<file path="src/rtl/encoder_motion_controller.sv">
// Closed-loop point-to-point move sequencer for one encoder-tracked motor axis.
// Optional soft position limits are enabled by defining SOFT_LIMIT_EN.
module encoder_motion_controller #(
  parameter int unsigned WIDTH        = 10,
  parameter int unsigned TOLERANCE    = 0,
  parameter int unsigned BRAKE_CYCLES = 16,
  parameter int unsigned STALL_CYCLES = 1000
`ifdef SOFT_LIMIT_EN
  ,
  parameter int unsigned LIMIT_MIN    = 0,
  parameter int unsigned LIMIT_MAX    = 1023
`endif
) (
  input  logic             clock,
  input  logic             a_reset,
  input  logic             cmd_valid,
  input  logic [WIDTH-1:0] cmd_target,
  output logic             cmd_ready,
  input  logic [WIDTH-1:0] coordinate,
  input  logic             encoder_error,
  input  logic             abort,
  input  logic             fault_clear,
  output logic             motor_en,
  output logic             motor_dir,
  output logic             busy,
  output logic             done,
  output logic             fault,
  output logic [1:0]       fault_code
`ifdef SOFT_LIMIT_EN
  ,
  output logic             cmd_reject
`endif
);

  localparam int unsigned DW  = WIDTH + 1;
  localparam int unsigned SCW = $clog2(STALL_CYCLES + 1);
  localparam int unsigned BCW = $clog2(BRAKE_CYCLES + 1);

  typedef enum logic [2:0] {S_IDLE, S_MOVE, S_BRAKE, S_DONE, S_FAULT} state_e;

  state_e           state_q, state_d;
  logic [WIDTH-1:0] target_q, target_d;
  logic [WIDTH-1:0] coord_prev_q;
  logic [SCW-1:0]   stall_q, stall_d;
  logic [BCW-1:0]   brake_q, brake_d;
  logic             dir_d;
  logic [1:0]       code_d;
  logic             moved_c, arrived_c, active_c;
`ifdef SOFT_LIMIT_EN
  logic             reject_d;

  function automatic logic in_limits(input logic [WIDTH-1:0] v);
    return (32'(v) >= LIMIT_MIN) && (32'(v) <= LIMIT_MAX);
  endfunction
`endif

  // Unsigned distance, computed one bit wider so the subtraction cannot wrap.
  function automatic logic [DW-1:0] abs_diff(input logic [WIDTH-1:0] a,
                                             input logic [WIDTH-1:0] b);
    logic [DW-1:0] d;
    d = {1'b0, a} - {1'b0, b};
    return d[DW-1] ? -d : d;
  endfunction

  assign moved_c   = (coordinate != coord_prev_q);
  assign active_c  = (state_q == S_MOVE) || (state_q == S_BRAKE) || (state_q == S_DONE);
  // Overshoot counts as arrival; the direction chosen at acceptance is never reversed.
  assign arrived_c = (abs_diff(target_q, coordinate) <= DW'(TOLERANCE)) ||
                     (motor_dir ? (coordinate > target_q) : (coordinate < target_q));

  always_comb begin
    state_d  = state_q;
    target_d = target_q;
    stall_d  = stall_q;
    brake_d  = brake_q;
    dir_d    = motor_dir;
    code_d   = fault_code;
`ifdef SOFT_LIMIT_EN
    reject_d = 1'b0;
`endif
    if (active_c && (abort || encoder_error)) begin
      state_d = S_FAULT;
      code_d  = abort ? 2'b11 : 2'b10;
    end else begin
      unique case (state_q)
        S_IDLE: begin
          if (cmd_valid && cmd_ready) begin
`ifdef SOFT_LIMIT_EN
            if (!in_limits(cmd_target)) begin
              reject_d = 1'b1;
            end else
`endif
            begin
              target_d = cmd_target;
              dir_d    = (cmd_target > coordinate);
              if (abs_diff(cmd_target, coordinate) <= DW'(TOLERANCE)) begin
                state_d = S_BRAKE;
                brake_d = '0;
              end else begin
                state_d = S_MOVE;
                stall_d = '0;
              end
            end
          end
        end
        S_MOVE: begin
          stall_d = moved_c ? '0 : stall_q + SCW'(1);
          if (!moved_c && (stall_q == SCW'(STALL_CYCLES - 1))) begin
            state_d = S_FAULT;
            code_d  = 2'b01;
          end
`ifdef SOFT_LIMIT_EN
          else if (!in_limits(coordinate)) begin
            state_d = S_FAULT;
            code_d  = 2'b01;
          end
`endif
          else if (arrived_c) begin
            state_d = S_BRAKE;
            brake_d = '0;
          end
        end
        S_BRAKE: begin
          if (brake_q == BCW'(BRAKE_CYCLES - 1)) begin
            state_d = S_DONE;
          end else begin
            brake_d = brake_q + BCW'(1);
          end
        end
        S_DONE: state_d = S_IDLE;
        S_FAULT: begin
          // A still-asserted abort re-arms the fault instead of releasing it.
          if (fault_clear) begin
            if (abort) begin
              code_d = 2'b11;
            end else begin
              state_d = S_IDLE;
              code_d  = 2'b00;
            end
          end
        end
        default: state_d = S_IDLE;
      endcase
    end
  end

  // Outputs are registered from the next state so they align with the state change.
  always_ff @(posedge clock or posedge a_reset) begin
    if (a_reset) begin
      state_q      <= S_IDLE;
      target_q     <= '0;
      coord_prev_q <= '0;
      stall_q      <= '0;
      brake_q      <= '0;
      cmd_ready    <= 1'b1;
      motor_en     <= 1'b0;
      motor_dir    <= 1'b0;
      busy         <= 1'b0;
      done         <= 1'b0;
      fault        <= 1'b0;
      fault_code   <= 2'b00;
`ifdef SOFT_LIMIT_EN
      cmd_reject   <= 1'b0;
`endif
    end else begin
      state_q      <= state_d;
      target_q     <= target_d;
      coord_prev_q <= coordinate;
      stall_q      <= stall_d;
      brake_q      <= brake_d;
      cmd_ready    <= (state_d == S_IDLE);
      motor_en     <= (state_d == S_MOVE);
      motor_dir    <= dir_d;
      busy         <= (state_d == S_MOVE) || (state_d == S_BRAKE) || (state_d == S_DONE);
      done         <= (state_d == S_DONE);
      fault        <= (state_d == S_FAULT);
      fault_code   <= code_d;
`ifdef SOFT_LIMIT_EN
      cmd_reject   <= reject_d;
`endif
    end
  end

endmodule
</file>
<file path="config.mk">
export PLATFORM = sky130hd
export DESIGN_NAME = encoder_motion_controller
export DESIGN_NICKNAME = d
export VERILOG_FILES = /design/src/rtl/encoder_motion_controller.sv
export SDC_FILE = /design/constraint.sdc
export NUM_CORES = 1
export LEC_CHECK = 0
export BUFFER_PORTS_ARGS = -buffer_cell sky130_fd_sc_hd__buf_2
export CAP_MARGIN = 40
export CORE_MARGIN = 2
export CORE_UTILIZATION = 60
export CTS_CLUSTER_DIAMETER = 120
export CTS_CLUSTER_SIZE = 8
export DETAILED_ROUTE_END_ITERATION = 7
export GPL_TIMING_DRIVEN = 0
export HOLD_SLACK_MARGIN = 0.1
export PLACE_DENSITY = 0.88
export SLEW_MARGIN = 0
export SYNTH_ARGS = -nofsm -noshare
export SYNTH_HDL_FRONTEND = slang
export SYNTH_SLANG_ARGS = --single-unit
</file>
<file path="constraint.sdc">
create_clock -name clock -period 6.7 [get_ports clock]
set_clock_uncertainty 0.2 [all_clocks]
set_input_delay 1.675 -clock clock [delete_from_list [all_inputs] [get_ports clock]]
set_output_delay 1.675 -clock clock [all_outputs]
set_load 0.02 [all_outputs]
</file>
# After elaboration in Yosys (flattened, before gate mapping)
# Cells that the tools add are included.
# totals
reg_bits	46
input_bits	26
output_inout_bits	8
elab_cells	90
# classes
addsub	6
n_lt_le_gt_ge	5
eq_ne	19
mux	28
n_bitwise	1
reduce_logical	19
# ops
cell	count
$mux 10	3
$mux 5	5
$le 11x1->1 const B	2
$mux 11	2
$neg 11->11	2
$sub 10x10->11	2
$mux 3	7
$gt 10x10->1	2
$pmux 10 s2	1
$pmux 5 s3	1
$eq 3x2->1 const B	4
$ne 2x2->1 const B	6
$pmux 3 s4	1
$add 10x1->10 const B	1
$eq 10x10->1 const B	1
$lt 10x10->1	1
$mux 2	5
$ne 10x10->1	1
$reduce_and 7->1	1
$eq 3x1->1 const B	2
$eq 3x3->1 const B	2
$logic_not 3->1	2
$logic_or 1x1->1	6
$reduce_and 3->1	2
12 further kinds	16

# Longest topological paths before layout
# Gate-level depths: netlist (run 1).
# depth
word_depth	12
depth_mapped	14
mapped_depth_nobuf	13

# Worst setup path after synthesis (run 1)
# OpenSTA, ideal clock, no wires.
# synth_timing
path_type	in2reg
startpoint	in cmd_target[0]
endpoint	reg brake_q[0]
setup_time_ns	0.125
t_arrival_ns	4.589
required_ns	6.375
path_slack_ns	1.786
cell_stages	12
path_buffers	0
cell_sequence	inv_1 ha_1 inv_1 fa_1 a211o_1 a221o_1 a211oi_1 nand4_1 o31a_1 o41ai_4 nand4_4 mux2_4
# synth_via
elab_chain_cells	6
# synth_rtl
element	line_no	rtl
from (decl)	17	input logic [WIDTH-1:0] cmd_target,
$sub 10x10->11 (*)	61	d = {1'b0, a} - {1'b0, b};
$neg 11->11	62	return d[DW-1] ? -d : d;
$mux 11 (*)	62	
$le 11x1->1 (*)	96	if (abs_diff(cmd_target, coordinate) <= DW'(TOLERANCE)) begin
$ne 2x2->1 (no line) (*)	-	
$reduce_and 7->1 (no line) (*)	-	
to (signal assigned)	170	brake_q <= brake_d;
to (decl)	45	logic [BCW-1:0] brake_q, brake_d;
# Mark *: on every way between the ends. The rest lies on a longest branch, timed or not.
# A chain may end at the register's enable or synchronous reset.

# Worst setup path after layout (run 1)
# layout_timing
startpoint	in coordinate[0]
endpoint	reg brake_q[1]
# layout_via
elab_chain_cells	7
word_cells_on_any_way	19
cone_classes	4 x add/sub; 4 x order compare; 4 x eq/ne; 3 x mux; 4 x reduce/logical
# layout_rtl
element	line_no	rtl
from (decl)	19	input logic [WIDTH-1:0] coordinate,
$sub 10x10->11	61	
$neg 11->11	62	
$mux 11	62	
$le 11x1->1	68	assign arrived_c = (abs_diff(target_q, coordinate) <= DW'(TOLERANCE)) ||
$logic_or 1x1->1	68	
$ne 2x2->1 (no line)	-	
$reduce_and 7->1 (no line) (*)	-	
# Marks and branches as above.

==> results of run 1 <==
-- synthesized netlist by cell type, types with 3 or more instances --
cell	instances
xor2_1	6
buf_2	3
or3_1	5
o2bb2ai_1	3
a21oi_1	17
mux2_2	10
nor3b_1	5
or4_1	4
o211ai_1	4
mux2_4	3
and2_1	3
nand2_1	21
nand3_1	16
xnor2_1	13
clkbuf_1	8
a211o_1	3
and3_1	6
a31oi_1	4
a211oi_1	5
nor4_1	4
nor2_1	34
inv_1	23
dfrtp_1	45
nand2b_1	5
nor3_1	7
o21bai_1	3
nand4_1	8
o211a_1	3
a2111o_1	3
o31ai_1	6
o21a_1	6
o21ai_0	21
a21o_2	3
nor2b_1	5
ha_1	23
-- routing by layer --
layer	share of wire [%]	vias to the layer above	routed length, um	track usage (%)
met2	49	112	4100	45.2
met4	2.4	0	197	9.17
met3	4.8	14	397	4.07
met1	44	1513	3670	36.8
li1	-	1544	-	-
met5	0	-	0	0
-- flip-flops by register name, indices dropped and copies added (netlist names) --
signal,cells
brake_q,5
fault,1
stall_q,10
cmd_ready,1
state_q,3
busy,1
motor_dir,1
done,1
target_q,10
coord_prev_q,10
fault_code,2
motor_en,1
-- cell type report --
type                    count  area [um2]
flip-flops and latches     46        1150
clock buffers               6        72.6
plain buffers              15        85.1
well taps                  75        93.8
fillers                   468        1910
inverters                  23        86.3
multi-input cells         309        2290
clock inverters             2        13.8
repair buffers             34         185
-- worst paths after layout --
| path | slack, ns | cells after the start | to |
|---|---|---|---|
| max | 1.64 | 13 | brake_q[1] |
| max in group asynchronous | 4.70 | 3 | cmd_ready |
| max reg2reg | 2.73 | 13 | brake_q[1] |
| min in group asynchronous | 1.06 | 2 | stall_q[7] |
| min | 0.29 | 1 | stall_q[9] |
| min reg2reg | 0.29 | 1 | stall_q[9] |
-- report_power, final --
part           internal [uW]  switching, uW
registers                340           40.7
clock network           73.7           95.4
logic                    310            426
total                    723            562
-- through the flow --
| stage | instance area, um2 | worst slack (ns) | std cells | hold slack (ns) | total power, uW |
|---|---|---|---|---|---|
| 2_1_floorplan | 3610 | 1.79 | 393 | 0.245 | 937 |
| 3_3_place_gp | 3870 | 1.42 | 501 | 0.278 | 1070 |
| 3_5_place_dp | 3890 | 1.38 | 502 | 0.276 | 1100 |
| 4_1_cts | 3980 | 1.68 | 510 | 0.289 | 1280 |
| 5_1_grt | 3980 | 1.31 | 510 | 0.312 | 1390 |
| 6_report | 3980 | 1.64 | 510 | 0.294 | 1290 |
-- kinds of logic (layout without fill, tap and decap cells) --
group | count (synthesis) | in the layout | share of synthesized area [%]
AO/OA/AOI/OAI | 108 | 108 | 22.7
XOR/XNOR | 19 | 19 | 4.61
adder cells (fa/ha/maj) | 25 | 25 | 9.07
buffers and inverters | 38 | 80 | 4.74
flip-flops | 46 | 46 | 31.9
multiplexers | 15 | 15 | 4.92
AND/OR/NAND/NOR | 142 | 142 | 22.1
==> results.json, run 1 <==
{
  "layout.nets": 485,
  "hpwl_um": 6360,
  "ant_nets": 0,
  "vias": 3183,
  "synthArstFlopShare_pct": 100,
  "ys.warnings.count": 0,
  "drive_above_1_share_pct": 18.6,
  "cts_buffer_depth": 2,
  "drtPass1Iterations": 5,
  "synth.avg_cell_area_um2": 9.19,
  "synthToLayoutAreaGrowth_pct": 10.1,
  "yosys.area.top_type": "dfrtp_1",
  "hold_viol": 0,
  "cp.arrival_ns": 5.05,
  "path_buf_inv": 2,
  "cp-end-kind": "flip-flop",
  "clk_pin_slew_ns": 0.09,
  "slew_headroom_pct": 50.8,
  "viasPerCell": 6.24,
  "synth_ff_type": "dfrtp_1",
  "cts_tree": "yes",
  "cts-htree-levels": 2,
  "ys_seq_elements": 46,
  "crit_chain": "buf_2 -> ha_1 -> inv_1 -> fa_1 -> a211oi_1 -> o211a_1 -> o211ai_1 -> or4b_1 -> o32ai_1 -> a211oi_1 -> nand2_1 -> nand4_4 -> mux2_4",
  "io_buffers": 33,
  "period_needed_ns": 5.06,
  "yosysSeqAreaShare_pct": 31.9,
  "power_per_cell_area_nw_per_um2": 323,
  "worstHoldStart": "stall_q[9]",
  "die_x_um": 81.6,
  "crit_family": "compound AO/OA/AOI/OAI gates",
  "r2r-start": "target_q[0]",
  "clock-sinks": 46,
  "overflow": 0,
  "worst-setup-path-type": "input port to flip-flop",
  "grt_max_degree": 39,
  "drcViolationCount": 0,
  "syn-num-nets": 444,
  "clockRootBuffer": "clkbuf_8",
  "dieArea_um2": 6660,
  "grt_pass1_vias": 3080,
  "startpoint": "coordinate[0]",
  "outcome": "finished clean",
  "cts_buffers": 5,
  "crit_top_cell": "a211oi_1",
  "maxCapViolCount": 0,
  "postRouteWirelength_um": 8360,
  "synth_cell_types": 77,
  "clkLatencyLatePin_ns": 0.31,
  "timing.final.crit_share_pct": 75.5,
  "avgRoutedWirePerCell_um": 16.4,
  "synth-edff-count": 0,
  "ios": 34,
  "finalSetupTns_ns": 0,
  "ir_drop_uv": 155,
  "startpoint_type": "input port",
  "coreArea_um2": 5890,
  "leakage_uw": 0.00178,
  "yosys-top-cells-area": "dfrtp_1 31%, ha_1 8.0%, nor2_1 3.5%",
  "grt_pass1_wl_um": 14200,
  "fmax_ghz": 0.198,
  "netlist_area_um2": 3610,
  "final_core_util_pct": 67.6,
  "worst_pin_slew_ns": 0.731,
  "cts-resized-gates": 0,
  "slew_viol_final": 0,
  "grt_antenna_before_repair": 0,
  "rsz0062_at_grt": "false",
  "cp_slowest_stage_delay_ns": 0.48,
  "cts_setup_buffers": 0,
  "start_util_pct": 61.4,
  "die_y_um": 81.6,
  "netlist.area_leader.share_pct": 31.2,
  "worstPathRequired_ns": 6.69,
  "grtUsageTotal_pct": 27.3,
  "cts.hold.buffers_added": 0,
  "cp_max_fo": 5,
  "cp_slowest_cell": "or4b_1",
  "min_path_type": "flip-flop to flip-flop",
  "drtIter0Drc": 192,
  "routabilityCongestion": 0.884,
  "final_common_cell": "dfrtp_1",
  "fp-row-count": 28,
  "synthCells": 393,
  "setup_viol": 0,
  "layout_common_cells": "45 x dfrtp_1, 36 x buf_2, 34 x nor2_1",
  "diodes": 0
}
No activity file was read; power rests on OpenSTA's default activity.
==> run 2, diff against run 1 <==
==> constraint.sdc (replaced) <==
create_clock -name clock -period 4.7 [get_ports clock]
set_clock_uncertainty 0.2 [all_clocks]
set_input_delay 1.175 -clock clock [delete_from_list [all_inputs] [get_ports clock]]
set_output_delay 1.175 -clock clock [all_outputs]
set_load 0.02 [all_outputs]
==> results.json, run 2 (synthesis gave the netlist of run 1 again) <==
{
  "leakage_uw": 0.00178,
  "drtIter0Drc": 218,
  "wl_met2_um": 4100,
  "worst_pin_slew_ns": 0.729,
  "top_layer": "met4",
  "layout.nets": 485,
  "cts-htree-levels": 2,
  "synthToLayoutAreaGrowth_pct": 10.5,
  "ir_drop_uv": 221,
  "dieArea_um2": 6660,
  "grt_pass1_vias": 3080,
  "startpoint_type": "input port",
  "finalPower_uw": 1850,
  "dp.cells": 502,
  "hpwl_um": 6360,
  "seqCellArea_um2": 1150,
  "cts_buffers": 5,
  "start_util_pct": 61.4,
  "setup_viol": 0,
  "avgRoutedWirePerCell_um": 16.5,
  "cp_slowest_cell": "o41ai_4",
  "reg_top3": "coord_prev_q: 10 flops, stall_q: 10 flops, target_q: 10 flops",
  "timing.final.crit_share_pct": 96.1,
  "vias": 3200,
  "grt_antenna_before_repair": 0,
  "cp-end-kind": "flip-flop",
  "die_x_um": 81.6,
  "routabilityCongestion": 0.884,
  "fp-row-count": 28,
  "grt_max_degree": 39,
  "worst-setup-path-type": "input port to flip-flop",
  "ant_nets": 0,
  "min_path_type": "flip-flop to flip-flop",
  "grt_pass1_wl_um": 14200,
  "cts_buffer_depth": 2,
  "cp_max_fo": 5,
  "fin_cells": 510,
  "period_needed_ns": 4.52,
  "clock-sinks": 46,
  "multi_input_area_um2": 2300,
  "drtPass1Iterations": 5,
  "outcome": "finished clean",
  "cp_slowest_stage_delay_ns": 0.43,
  "clkLatencyLatePin_ns": 0.31,
  "slew_headroom_pct": 50.9,
  "wl_met1_um": 3730,
  "crit_chain": "buf_2 -> ha_1 -> inv_1 -> fa_1 -> a211o_1 -> a221o_1 -> a211oi_1 -> nand4_1 -> o31a_1 -> o41ai_4 -> nand4_4 -> mux2_4",
  "io_buffers": 33,
  "coreArea_um2": 5890,
  "viasPerCell": 6.27,
  "cts_tree": "yes",
  "grtUsageTotal_pct": 27.3,
  "final_core_util_pct": 67.8,
  "path_buf_inv": 2,
  "drcViolationCount": 0,
  "clockRootBuffer": "clkbuf_8",
  "diodes": 0,
  "layout_common_cells": "45 x dfrtp_1, 36 x buf_2, 34 x nor2_1",
  "fmax_ghz": 0.221,
  "nFillCells": 464,
  "power_per_cell_area_nw_per_um2": 463,
  "drive_above_1_share_pct": 19.1,
  "ios": 34,
  "dr_wl_met3_um": 380,
  "overflow": 0,
  "hold_viol": 0,
  "postRouteWirelength_um": 8420,
  "crit_family": "compound AO/OA/AOI/OAI gates",
  "cp.arrival_ns": 4.51,
  "final_common_cell": "dfrtp_1",
  "slew_viol_final": 0,
  "rsz0062_at_grt": "false",
  "die_y_um": 81.6,
  "clk_pin_slew_ns": 0.09,
  "maxCapViolCount": 0,
  "worstPathRequired_ns": 4.69
}
-- run 2: area by class of cell --
class                           count  share of cell area [%]
Multi-Input combinational cell    309                    57.7
Sequential cell                    46                    28.9
Buffer                             15                    2.13
Inverter                           23                    2.16
Clock inverter                      2                   0.345
Clock buffer                        6                    1.82
Timing Repair Buffer               34                    4.64
Tap cell                           75                    2.35
-- run 2: final timing paths --
kind / start / to / slack (ns) / cells after the start
min in group asynchronous: a_reset / stall_q[9] / 0.57 / 2
worst max register to register: target_q[0] / brake_q[1] / 0.90 / 13
max in group asynchronous: a_reset / cmd_ready / 3.20 / 3
worst min-delay path: stall_q[9] / stall_q[9] / 0.29 / 1
worst max-delay path: coordinate[0] / brake_q[1] / 0.18 / 12
worst min register to register: stall_q[9] / stall_q[9] / 0.29 / 1
-- run 2: timing repair --
action,CTS,global route
resized for setup,0,2
hold buffers,0,0
setup endpoints to repair,0,5
setup buffers,0,0
-- run 2: power breakdown --
part           switching [uW]  total (uW)  internal, uW
registers                57.6         542           485
clock network             138         243           105
logic                     618        1060           445
total                     813        1850          1030
-- run 2: routing by layer --
| layer | track usage, % | vias up |
|---|---|---|
| li1 | - | 1540 |
| met5 | 0 | - |
| met1 | 36.8 | 1545 |
| met2 | 45.2 | 97 |
| met4 | 9.17 | 0 |
| met3 | 4.07 | 18 |
-- run 2: metrics by stage --
step	TNS (ns)	worst slack, ns	hold WS [ns]	area [um2]
3_3_place_gp	-0.237	-0.0816	0.278	3870
6_report	0	0.183	0.294	3990
2_1_floorplan	0	0.286	0.245	3610
4_1_cts	0	0.184	0.289	3980
5_1_grt	0	0.0133	0.312	3990
3_5_place_dp	-0.500	-0.120	0.276	3890
